### config.mk
export PLATFORM = sky130hd
export DESIGN_NAME = agc_mem_seq
export DESIGN_NICKNAME = d
export VERILOG_FILES = /design/src/rtl/agc_pkg.sv /design/src/rtl/agc_addr_xlat.sv /design/src/rtl/agc_mem_seq.sv
export SDC_FILE = /design/constraint.sdc
export NUM_CORES = 1
export LEC_CHECK = 0
export CAP_MARGIN = 25
export CORE_MARGIN = 2
export CORE_UTILIZATION = 32
export DETAILED_ROUTE_END_ITERATION = 8
export PLACE_DENSITY = 0.76
export SYNTH_ARGS = -nofsm -noshare
export SYNTH_HDL_FRONTEND = slang
export SYNTH_SLANG_ARGS = --single-unit
### constraint.sdc
create_clock -name clk -period 1.34 [get_ports clk]
set_input_delay 0.268 -clock clk [delete_from_list [all_inputs] [get_ports clk]]
set_output_delay 0.268 -clock clk [all_outputs]
set_load 0.01 [all_outputs]
### src/rtl/agc_pkg.sv
// -----------------------------------------------------------------------------
// agc_pkg -- shared definitions for the AGC erasable-memory sequencer.
//   Command encodings, sequencer state type, erasable address-map bounds,
//   the AGC data word width and the parity helper used on the memory word.
//   Optional feature macro used by the sequencer: AGC_MEM_PARITY_EN.
// -----------------------------------------------------------------------------
package agc_pkg;

  localparam int unsigned DATA_W = 15;

  // Request command field
  localparam logic [1:0] CMD_READ      = 2'b00;
  localparam logic [1:0] CMD_WRITE     = 2'b01;
  localparam logic [1:0] CMD_SET_EBANK = 2'b10;
  localparam logic [1:0] CMD_RSVD      = 2'b11;

  // Erasable address map: fixed-erasable below EBANK_BASE, banked window
  // from EBANK_BASE up to ADDR_LIMIT, nothing at or above ADDR_LIMIT.
  localparam int unsigned EBANK_BASE = 32'h0000_0300;
  localparam int unsigned ADDR_LIMIT = 32'h0000_0400;

  // Position of the parity bit inside the 32-bit memory word
  localparam int unsigned PARITY_BIT = 15;

  typedef enum logic [1:0] {
    ST_IDLE,
    ST_ACCESS,
    ST_RESP
  } agc_state_e;

  // Bit that makes {parity, data} carry an odd number of ones.
  function automatic logic odd_parity_bit(input logic [14:0] data);
    return ~^data;
  endfunction

endpackage

### src/rtl/agc_addr_xlat.sv
// -----------------------------------------------------------------------------
// agc_addr_xlat -- combinational AGC erasable address translation.
//   addr          : AGC erasable word address
//   ebank         : current erasable bank register
//   flat          : flat data-memory address (zero when out of range)
//   out_of_range  : addr lies at or above the end of erasable memory
// -----------------------------------------------------------------------------
module agc_addr_xlat #(
  parameter int unsigned AGC_ADDR_W = 12,
  parameter int unsigned MEM_AW     = 32
) (
  input  logic [AGC_ADDR_W-1:0] addr,
  input  logic [1:0]            ebank,
  output logic [MEM_AW-1:0]     flat,
  output logic                  out_of_range
);
  import agc_pkg::*;

  localparam logic [AGC_ADDR_W-1:0] BANK_LO = AGC_ADDR_W'(EBANK_BASE);
  localparam logic [AGC_ADDR_W-1:0] LIMIT   = AGC_ADDR_W'(ADDR_LIMIT);

  always_comb begin
    flat         = '0;
    out_of_range = 1'b0;
    if (addr >= LIMIT) begin
      out_of_range = 1'b1;
    end else if (addr >= BANK_LO) begin
      // Banked window: 256-word bank selected by ebank
      flat = MEM_AW'({ebank, addr[7:0]});
    end else begin
      flat = MEM_AW'(addr);
    end
  end

endmodule

### src/rtl/agc_mem_seq.sv
// -----------------------------------------------------------------------------
// agc_mem_seq -- request/response sequencer between AGC erasable accesses and
// a flat 32-bit data memory.
//   clk, rst_n             : clock, asynchronous active-low reset
//   req_valid/req_ready    : request handshake (ready only while idle)
//   req_cmd/addr/wdata     : 00 read, 01 write, 10 set EBANK, 11 reserved
//   rsp_valid/rsp_ready    : response handshake, response held until taken
//   rsp_rdata/rsp_err      : read data (zero otherwise), error flag
//   mem_addr/wdata/we      : registered memory request, we for one cycle
//   mem_rdata              : combinational memory read word
// Macro AGC_MEM_PARITY_EN: odd parity in bit 15 of the memory word is
// generated on writes and checked on reads.
// -----------------------------------------------------------------------------
module agc_mem_seq #(
  parameter int unsigned AGC_ADDR_W = 12,
  parameter int unsigned DATA_W     = agc_pkg::DATA_W,
  parameter int unsigned MEM_AW     = 32
) (
  input  logic                  clk,
  input  logic                  rst_n,
  input  logic                  req_valid,
  output logic                  req_ready,
  input  logic [1:0]            req_cmd,
  input  logic [AGC_ADDR_W-1:0] req_addr,
  input  logic [DATA_W-1:0]     req_wdata,
  output logic                  rsp_valid,
  input  logic                  rsp_ready,
  output logic [DATA_W-1:0]     rsp_rdata,
  output logic                  rsp_err,
  output logic [MEM_AW-1:0]     mem_addr,
  output logic [31:0]           mem_wdata,
  output logic                  mem_we,
  input  logic [31:0]           mem_rdata
);
  import agc_pkg::*;

  agc_state_e          state_q, state_d;
  logic [1:0]          ebank_q, ebank_d;
  logic [MEM_AW-1:0]   mem_addr_q, mem_addr_d;
  logic [31:0]         mem_wdata_q, mem_wdata_d;
  logic                mem_we_q, mem_we_d;
  logic                rsp_valid_q, rsp_valid_d;
  logic [DATA_W-1:0]   rsp_rdata_q, rsp_rdata_d;
  logic                rsp_err_q, rsp_err_d;

  logic [MEM_AW-1:0]   xlat_flat;
  logic                xlat_oor;
  logic [14:0]         wr_data15;
  logic                wr_par;
  logic                rd_perr;
  logic [31:0]         wr_word;
  logic                unused_rdata;

  agc_addr_xlat #(
    .AGC_ADDR_W (AGC_ADDR_W),
    .MEM_AW     (MEM_AW)
  ) u_xlat (
    .addr         (req_addr),
    .ebank        (ebank_q),
    .flat         (xlat_flat),
    .out_of_range (xlat_oor)
  );

  assign wr_data15 = 15'(req_wdata);

`ifdef AGC_MEM_PARITY_EN
  assign wr_par  = odd_parity_bit(wr_data15);
  // A stored word with an even number of ones has lost its parity
  assign rd_perr = ~(^mem_rdata[PARITY_BIT:0]);
`else
  assign wr_par  = 1'b0;
  assign rd_perr = 1'b0;
`endif

  assign unused_rdata = ^mem_rdata[31:DATA_W];
  assign wr_word      = {16'h0000, wr_par, wr_data15};

  always_comb begin
    state_d     = state_q;
    ebank_d     = ebank_q;
    mem_addr_d  = mem_addr_q;
    mem_wdata_d = mem_wdata_q;
    mem_we_d    = 1'b0;
    rsp_valid_d = rsp_valid_q;
    rsp_rdata_d = rsp_rdata_q;
    rsp_err_d   = rsp_err_q;

    unique case (state_q)
      ST_IDLE: begin
        if (req_valid) begin
          unique case (req_cmd)
            CMD_READ, CMD_WRITE: begin
              if (xlat_oor) begin
                state_d     = ST_RESP;
                rsp_valid_d = 1'b1;
                rsp_rdata_d = '0;
                rsp_err_d   = 1'b1;
              end else begin
                state_d     = ST_ACCESS;
                mem_addr_d  = xlat_flat;
                mem_wdata_d = wr_word;
                mem_we_d    = (req_cmd == CMD_WRITE);
              end
            end
            CMD_SET_EBANK: begin
              ebank_d     = req_wdata[1:0];
              state_d     = ST_RESP;
              rsp_valid_d = 1'b1;
              rsp_rdata_d = '0;
              rsp_err_d   = 1'b0;
            end
            default: begin
              state_d     = ST_RESP;
              rsp_valid_d = 1'b1;
              rsp_rdata_d = '0;
              rsp_err_d   = 1'b1;
            end
          endcase
        end
      end

      ST_ACCESS: begin
        // mem_we_q is high in ACCESS only for writes, so it doubles as the
        // read/write flag of the access in flight.
        state_d     = ST_RESP;
        rsp_valid_d = 1'b1;
        if (mem_we_q) begin
          rsp_rdata_d = '0;
          rsp_err_d   = 1'b0;
        end else begin
          rsp_rdata_d = mem_rdata[DATA_W-1:0];
          rsp_err_d   = rd_perr;
        end
      end

      ST_RESP: begin
        if (rsp_ready) begin
          state_d     = ST_IDLE;
          rsp_valid_d = 1'b0;
        end
      end

      default: state_d = ST_IDLE;
    endcase
  end

  always_ff @(posedge clk or negedge rst_n) begin
    if (!rst_n) begin
      state_q     <= ST_IDLE;
      ebank_q     <= '0;
      mem_addr_q  <= '0;
      mem_wdata_q <= '0;
      mem_we_q    <= 1'b0;
      rsp_valid_q <= 1'b0;
      rsp_rdata_q <= '0;
      rsp_err_q   <= 1'b0;
    end else begin
      state_q     <= state_d;
      ebank_q     <= ebank_d;
      mem_addr_q  <= mem_addr_d;
      mem_wdata_q <= mem_wdata_d;
      mem_we_q    <= mem_we_d;
      rsp_valid_q <= rsp_valid_d;
      rsp_rdata_q <= rsp_rdata_d;
      rsp_err_q   <= rsp_err_d;
    end
  end

  assign req_ready = (state_q == ST_IDLE);
  assign rsp_valid = rsp_valid_q;
  assign rsp_rdata = rsp_rdata_q;
  assign rsp_err   = rsp_err_q;
  assign mem_addr  = mem_addr_q;
  assign mem_wdata = mem_wdata_q;
  assign mem_we    = mem_we_q;

endmodule

== Word-level counts from Yosys, hierarchy flattened ==
Cells that the tools add are included.

* Bits in registers: 69
* Input port bits: 65
* Output and inout bits: 83
* Logic and storage cells: 53

* Order comparisons: 2
* Equal/unequal tests: 7
* Mux-type cells: 25
* Bitwise logic cells: 1
* Reduce and logical (&&, ||, !) cells: 10

{| class="wikitable"
|+ Operators with widths
! operator !! number
|-
| $mux W15 || 4
|-
| $mux W32 || 1
|-
| $pmux W15 S2 || 1
|-
| $ge A12 B10 Y1 const B || 1
|-
| $ge A12 B11 Y1 const B || 1
|-
| $mux W12 || 1
|-
| $mux W1 || 10
|-
| $mux W2 || 4
|-
| $reduce_and A4 Y1 || 2
|-
| $pmux W2 S3 || 1
|-
| $reduce_and A3 Y1 || 2
|-
| $eq A2 B1 Y1 const B || 2
|-
| $eq A2 B2 Y1 const B || 2
|-
| $logic_not A2 Y1 || 2
|-
| $ne A2 B2 Y1 const B || 2
|-
| $pmux W1 S2 || 2
|-
| $ne A3 B2 Y1 const B || 1
|-
| $pmux W1 S3 || 1
|-
| $reduce_bool A3 Y1 || 1
|-
| $reduce_and A2 Y1 || 1
|-
| $reduce_bool A2 Y1 || 1
|-
| $reduce_or A2 Y1 || 1
|-
| $not A1 Y1 || 1
|}

== Longest topological paths before layout ==
Gate-level depths: netlist of run 1.

* Word-level depth: 6
* Depth in mapped cells: 5
* Mapped depth without buffers: 3

== By module ==
Synthesis of run 1 repeated with hierarchy kept, for this count alone.

* Cell total of the unflattened synthesis: 215
* Area, all modules: 3014.1 µm²

{| class="wikitable"
|+ Modules (own cells, without submodules)
! module !! times used !! cells an instance !! area an instance (µm²) !! sequential area each (µm²)
|-
| agc_mem_seq || 1 || 177 || 2738.9 || 1726.7
|-
| agc_addr_xlat || 1 || 38 || 275.3 || 0.0
|}

== Worst setup path after synthesis of run 1 ==
No wires, ideal clock.

* Kind: flip-flop to flip-flop
* Start: reg state_q[0]
* End: reg mem_wdata_q[10] (netlist: mem_wdata[10])
* Setup time: 0.125 ns
* Arrival time: 1.262 ns
* Data required time: 1.215 ns
* Path slack: -0.047 ns
* Cell stages (with the launch flop): 6
* Path buffers: 2
* Period minus slack after synthesis: 1.387 ns
* Cell sequence: dfrtp_1 -> nor2_4 -> nand3_2 -> buf_6 -> buf_6 -> mux2_4

* Word-level cells in the longest chain between the ends: 2

{| class="wikitable"
|+ Ends and longest elaborated chain
! element !! line !! source
|-
| start, declared || agc_mem_seq.sv:37 || <nowiki>agc_state_e state_q, state_d;</nowiki>
|-
| start signal, assigned || agc_mem_seq.sv:158 || <nowiki>state_q <= state_d;</nowiki>
|-
| $logic_not A2 Y1 || - ||
|-
| via req_ready || agc_mem_seq.sv:22 || <nowiki>output logic req_ready,</nowiki>
|-
| $reduce_and A4 Y1 (no line) || - ||
|-
| end signal, assigned || agc_mem_seq.sv:161 || <nowiki>mem_wdata_q <= mem_wdata_d;</nowiki>
|-
| end, declared || agc_mem_seq.sv:40 || <nowiki>logic [31:0] mem_wdata_q, mem_wdata_d;</nowiki>
|}

The timed path passes the listed nets, and every way through them passes these cells.
A chain may end at the register's enable or synchronous reset.

== Worst setup path after layout of run 1 ==
* Start: reg state_q[1]
* End: out req_ready

* Word-level cells in the longest chain between the ends: 1

{| class="wikitable"
|+ Ends and longest elaborated chain
! element !! line !! source
|-
| $logic_not A2 Y1 || agc_mem_seq.sv:169 || <nowiki>assign req_ready = (state_q == ST_IDLE);</nowiki>
|-
| end, declared || agc_mem_seq.sv:22 ||
|}

No other way between the ends.

==> results of run 1 <==
worst reg2reg max path: stages, from the launching register on:
cell	delay, ns
dfrtp_2	0.43
nor2_4	0.14
nand3_2	0.09
buf_4	0.20
mux2_4	0.31
per-stage QoR:
step / hold WS, ns / cell area, um2 / setup slack (ns) / total power, W / utilization
after global routing: 0.449 / 3210 / 0.000572 / 0.00458 / 0.477
after floorplan: -0.0276 / 2330 / -0.0387 / 0.00274 / -
after detailed placement: 0.278 / 3120 / -0.358 / 0.00362 / 0.464
after global placement: 0.274 / 3120 / -0.327 / 0.00359 / 0.464
after CTS: 0.495 / 3190 / 0.00403 / 0.00436 / 0.475
final: 0.421 / 3210 / 0.0688 / 0.00428 / 0.477
state kept, by name (all words and copies together), names as in the netlist:
| signal | cells |
|---|---|
| rsp_rdata | 15 |
| mem_addr | 12 |
| rsp_valid | 1 |
| state_q | 2 |
| mem_wdata | 15 |
| mem_we | 1 |
| rsp_err | 1 |
| ebank_q | 2 |
report_power, final:
part	internal, W	switching, W	leakage [nW]
Sequential	0.00183	0.000174	0.629
Clock	0.000467	0.000469	0.0542
Combinational	0.000780	0.000562	1.02
Total	0.00308	0.00120	1.71
what timing repair did:
item                                   in CTS  in global routing
gates resized for setup                    51                  6
setup endpoints to repair                  74                 40
buffers inserted                            1                  0
endpoints found under the hold margin      49                  0
pin swaps                                   1                  0
hold buffers                                1                  0
final cells by class:
type / instances / area [um2] / share of cell area
timing repair buffer: 105 / 1000 / 0.312
clock inverter: 1 / 5.00 / 0.00156
multi-input combinational: 101 / 753 / 0.235
inverter: 7 / 26.3 / 0.00819
sequential: 49 / 1230 / 0.383
tap: 80 / 100 / 0.0312
clock buffer: 7 / 96.3 / 0.0300
worst paths after layout:
kind,from,to,depth (start not counted)
worst max register to register,state_q[1]$_DFFE_PN0P_,mem_wdata[13]$_DFFE_PN0P_,4
worst min-delay path,req_valid,state_q[1]$_DFFE_PN0P_,4
worst min register to register,rsp_rdata[14]$_DFFE_PN0P_,rsp_rdata[14]$_DFFE_PN0P_,1
max in group asynchronous,rst_n,state_q[1]$_DFFE_PN0P_,3
min in group asynchronous,rst_n,rsp_rdata[4]$_DFFE_PN0P_,3
worst max-delay path,state_q[1]$_DFFE_PN0P_,req_ready,2
logic make-up (layout without fill, tap and decap cells):
| logic type | count (synthesis) | after routing | share of synthesized area |
|---|---|---|---|
| flip-flops | 49 | 49 | 0.561 |
| AND/OR/NAND/NOR | 13 | 13 | 0.0384 |
| other | 1 | 37 | 0.00172 |
| AO/OA/AOI/OAI | 24 | 24 | 0.0933 |
| multiplexers | 27 | 27 | 0.147 |
| buffers and inverters | 49 | 120 | 0.159 |
per-layer routing:
layer | vias up | part of all wire
met5 | - | 0
met4 | 0 | 0.012
met3 | 7 | 0.11
met2 | 95 | 0.47
met1 | 705 | 0.40
li1 | 691 | -
layout by cell type (no fill, tap or decap):
cell,instances
or4_1,1
inv_1,7
dlygate4sd3_1,1
buf_6,2
nor2_4,1
nand2b_1,1
nor2_1,2
mux2_4,5
a21oi_1,2
mux2_2,21
clkbuf_8,7
nor3_2,1
a21o_2,1
clkinv_2,1
dlymetal6s2s_1,4
o21a_1,1
and3b_1,1
conb_1,37
buf_12,2
dfrtp_1,48
clkdlybuf4s50_1,42
buf_4,7
buf_2,2
nand2_1,1
o21ai_1,1
a22oi_1,1
dlygate4sd2_1,45
nand3_1,1
o31ai_1,1
nand3_2,1
a2bb2oi_1,1
mux2i_1,1
a22o_2,10
o21ai_0,1
and2_1,2
dfrtp_2,1
nor2b_1,1
a22o_1,5
==> flow_metrics.tcl, run 1 <==
set metrics [dict create \
    cp_cell_sequence "nor2_4 -> buf_2" \
    yosysTopAreaCell "dfrtp_1" \
    fin_crit_sh 0.949 \
    hold_viol 0 \
    avgSynthCellArea_um2 13.4 \
    die_x_um 86.7 \
    antenna_found_initial 0 \
    clk_path_buf_depth 2 \
    fmax_mhz 787 \
    cellPowerDensity_nw_per_um2 1340 \
    core_um2 6720 \
    cp.required_ns 1.07 \
    yosysWarnings 0 \
    outcome "completed" \
    critPathArrivalTime_ns 1.00 \
    clock_latency_ns 0.29 \
    synth_cells 163 \
    slowest_delay_ns 0.43 \
    diodes 0 \
    power.leakage_nw 1.71 \
    dieArea_um2 7510 \
    grt_remaining_overflow 0 \
    viasPerCell 4.28 \
    critPathBufInv 1 \
    slowest_stage "dfrtp_2" \
    fin_nets 334 \
    use_met2 0.203 \
    totalWireLength_um 4420 \
    grt_pass1_vias 1485 \
    antenna_left 0 \
    grt_setup_unrepaired "false" \
    grt_busiest_layer "met2" \
    finalSetupViolations 0 \
    first_iter_violations 45 \
    syn-cell-area_um2 2190 \
    cts_buffers 5 \
    slew_violations 0 \
    cts_sinks 49 \
    synthTopCellsByArea "dfrtp_1, buf_4, mux2_2" \
    final_cells 350 \
    drive_gt1_frac 0.230 \
    crit_path_start_kind "register" \
    ys_ff_latch 49 \
    initial_utilization 0.325 \
    final.setup.tns_ns 0 \
    synth_cell_types 29 \
    gp_congestion 0.704 \
    grt_start_max_net_pins 50 \
    dp_cells 340 \
    grt_pass1_wl_um 7090 \
    htreeDepth 2 \
    async_flop_share 1.00 \
    fin_skew_ns 0.00244 \
    grtUsageMet1 0.143 \
    cts_tree "yes" \
    die_y_um 86.7 \
    grtUsageTotal 0.122 \
    fillCellCount 630 \
    rrSetupSlack_ns 0.07 \
    synth_top_area_share 0.561 \
    wl_per_cell_um 12.6 \
    period_minus_slack_ns 1.27 \
    cp_top_family "flip-flops" \
    place_hpwl_um 3280 \
    path_class "reg2out" \
    ys_seq_area_frac 0.561 \
    row_count 30 \
    peakVddDrop_v 0.000583 \
    met3_usage 0.0533 \
    area_growth_syn_to_layout_pct 46.8 \
    clockRootBuffer "clkbuf_8" \
    synth.most_common_cell "dfrtp_1" \
    cp_max_fo 3 \
    synthTopCellsByCount "dfrtp_1, buf_4, mux2_2" \
    dr.pass1.iters 2 \
    max-cap-violations 0 \
    vias 1498 \
    critPathCaptureType "output pin" \
    path_clk_slew_ns 0.09 \
    portBuffers 93 \
    route.detailed.drc 0 \
    hold_path_class "in2reg" \
    synth_edf_count 0 \
    synth_ff_type "dfrtp_1" \
    ios 148 \
]
Power figures use the tool's default switching activity.
==> inputs of run 2 (changes only) <==
PLACE_DENSITY = not set   (was 0.76)
PLACE_DENSITY_LB_ADDON = 0.2   (was not set)
==> run 2 against run 1 <==
- sequential cell count did not move
- power shrank 2.0%
- routed wire length up 2.6%
- cell count up 0.86%
- register-to-register slack got worse by 0.04 ns
- via count fell by 0.13%
- core utilization up 0.54 points
- worst setup slack worse by 0.039 ns
- worst hold slack improved by 0.061 ns
- sequential share of layout area is 0.43 points lower
- critical path type is now reg2reg
- highest routed layer unchanged
==> flow_metrics.tcl, run 2 (synthesis gave the netlist of run 1 again) <==
set metrics [dict create \
    outcome "completed" \
    crit_path_start_kind "register" \
    grt_pass1_vias 1510 \
    fin_skew_ns 0.00708 \
    cp.required_ns 1.53 \
    finalSetupViolations 0 \
    dpl-instance-area_um2 3140 \
    grt_setup_unrepaired "true" \
    cts_buffers 5 \
    final_cell_mix "dlygate4sd2_1, dfrtp_1, clkdlybuf4s50_1" \
    design_area_um2 3240 \
    cts_tree "yes" \
    power.leakage_nw 1.69 \
    viasPerCell 4.24 \
    path_clk_slew_ns 0.09 \
    place_hpwl_um 3160 \
    initial_utilization 0.325 \
    clk_path_buf_depth 2 \
    holdWs_ns 0.482 \
    hold_depth 1 \
    fillCellCount 646 \
    reg2reg_to "mem_wdata[13]$_DFFE_PN0P_" \
    clock_latency_ns 0.30 \
    grt_remaining_overflow 0 \
    cts_sinks 49 \
    die_y_um 86.7 \
    path_class "reg2reg" \
    pwr-share-comb 0.326 \
    htreeDepth 2 \
    rrSetupSlack_ns 0.03 \
    drive_gt1_frac 0.239 \
    ios 148 \
    wl_per_cell_um 12.9 \
    dr.pass1.iters 4 \
    period_minus_slack_ns 1.31 \
    timing.critical_path.from "state_q[1]$_DFFE_PN0P_" \
    row_count 30 \
    dp_cells 340 \
    first_iter_violations 44 \
    internal-power_w 0.00299 \
    slew_violations 0 \
    clockRootBuffer "clkbuf_8" \
    vias 1496 \
    antenna_left 0 \
    hold_end "mem_addr[11]$_DFFE_PN0P_" \
    final_cells 353 \
    cellPowerDensity_nw_per_um2 1290 \
    critPathCaptureType "register" \
    min-delay-start "mem_addr[11]$_DFFE_PN0P_" \
    p_clk_frac 0.199 \
    totalWireLength_um 4540 \
    critPathArrivalTime_ns 1.50 \
    r2r_start "state_q[1]$_DFFE_PN0P_" \
    fin_nets 336 \
    portBuffers 93 \
    fin_crit_sh 0.978 \
    cp_max_fo 15 \
    grt_start_max_net_pins 50 \
    dieArea_um2 7510 \
    hold_viol 0 \
    peakVddDrop_v 0.000687 \
    grt_pass1_wl_um 7280 \
    max-cap-violations 0 \
    core_um2 6720 \
    area_growth_syn_to_layout_pct 48.4 \
    gp_congestion 0.706 \
    route.detailed.drc 0 \
    hold_path_class "reg2reg" \
    p_sw_frac 0.289 \
    reg2regPathDepth 4 \
    antenna_found_initial 1 \
    layout_commonest_cell "dlygate4sd2_1" \
    die_x_um 86.7 \
    seqPwrFrac 0.475 \
    p_sw_w 0.00121 \
    fmax_mhz 763 \
    grtUsageTotal 0.124 \
    fin_util 0.483 \
]
==> run 2: cell types whose count changed in the layout (fill, tap and decap cells not counted), sizes merged <==
cell	before	now
diode	0	1
clkinv	1	2
dlymetal6s2s	4	0
clkbuf	7	6
buf	13	15
dlygate4sd2	45	49
==> run 2: layout make-up <==
type                    count  area [um2]  share of cell area
multi-input cells         101         773               0.238
inverters                   7        26.3             0.00810
clock buffers               6        72.6              0.0224
repair buffers            107        1030               0.318
well taps                  80         100              0.0309
diodes                      1        2.50            0.000771
clock inverters             2        10.0             0.00309
flip-flops and latches     49        1230               0.378
==> run 2: through the flow <==
stage / setup WS [ns] / total power [W] / TNS (ns)
6_report: 0.0297 / 0.00420 / 0
5_1_grt: -0.0279 / 0.00451 / -0.181
4_1_cts: 0.00555 / 0.00427 / 0
3_5_place_dp: -0.386 / 0.00364 / -15.15
3_3_place_gp: -0.357 / 0.00362 / -14.27
2_1_floorplan: -0.0387 / 0.00274 / -0.194
==> run 2: worst max path at each step <==
| stage | endpoint | depth (start not counted) |
|---|---|---|
| 2_1_floorplan | mem_wdata[10]$_DFFE_PN0P_ | 5 |
| 6_report | mem_wdata[13]$_DFFE_PN0P_ | 4 |
| 3_3_place_gp | mem_wdata[11]$_DFFE_PN0P_ | 5 |
| 3_5_place_dp | mem_wdata[13]$_DFFE_PN0P_ | 5 |
| 4_1_cts | ebank_q[1]$_DFFE_PN0P_ | 5 |
| 5_1_grt | req_ready | 2 |
==> run 2: power by group through the flow <==
stage          clock (W)  sequential [W]  combinational, W
2_1_floorplan          0         0.00219          0.000547
3_3_place_gp           0         0.00203           0.00159
3_5_place_dp           0         0.00204           0.00160
4_1_cts         0.000889         0.00200           0.00139
5_1_grt         0.000961         0.00205           0.00150
6_report        0.000836         0.00199           0.00137
==> run 2: worst max-delay path, stage by stage (launching register included) <==
cell	delay (ns)
dfrtp_2	0.43
nor2_4	0.16
nand3_4	0.13
buf_12	0.18
mux2_4	0.29
==> run 2: layer usage <==
metal / vias up / track usage / share of wire
li1: 700 / - / -
met1: 708 / 0.158 / 0.44
met2: 85 / 0.188 / 0.43
met3: 3 / 0.0695 / 0.12
met4: 0 / 0.0213 / 0.0046
met5: - / 0 / 0
==> run 2: repair_timing <==
action	in CTS	in global routing
hold buffers	1	0
endpoints found under the hold margin	49	0
buffers inserted	1	0
pin swaps	3	1
gates cloned	1	1
endpoints found under the setup margin	71	21
resized for setup	56	7
==> inputs of run 3 (changes only) <==
SLEW_MARGIN = 10   (was not set)
==> results of run 3 <==
No change in the layout: final DEF, timing and power equal those of run 2.
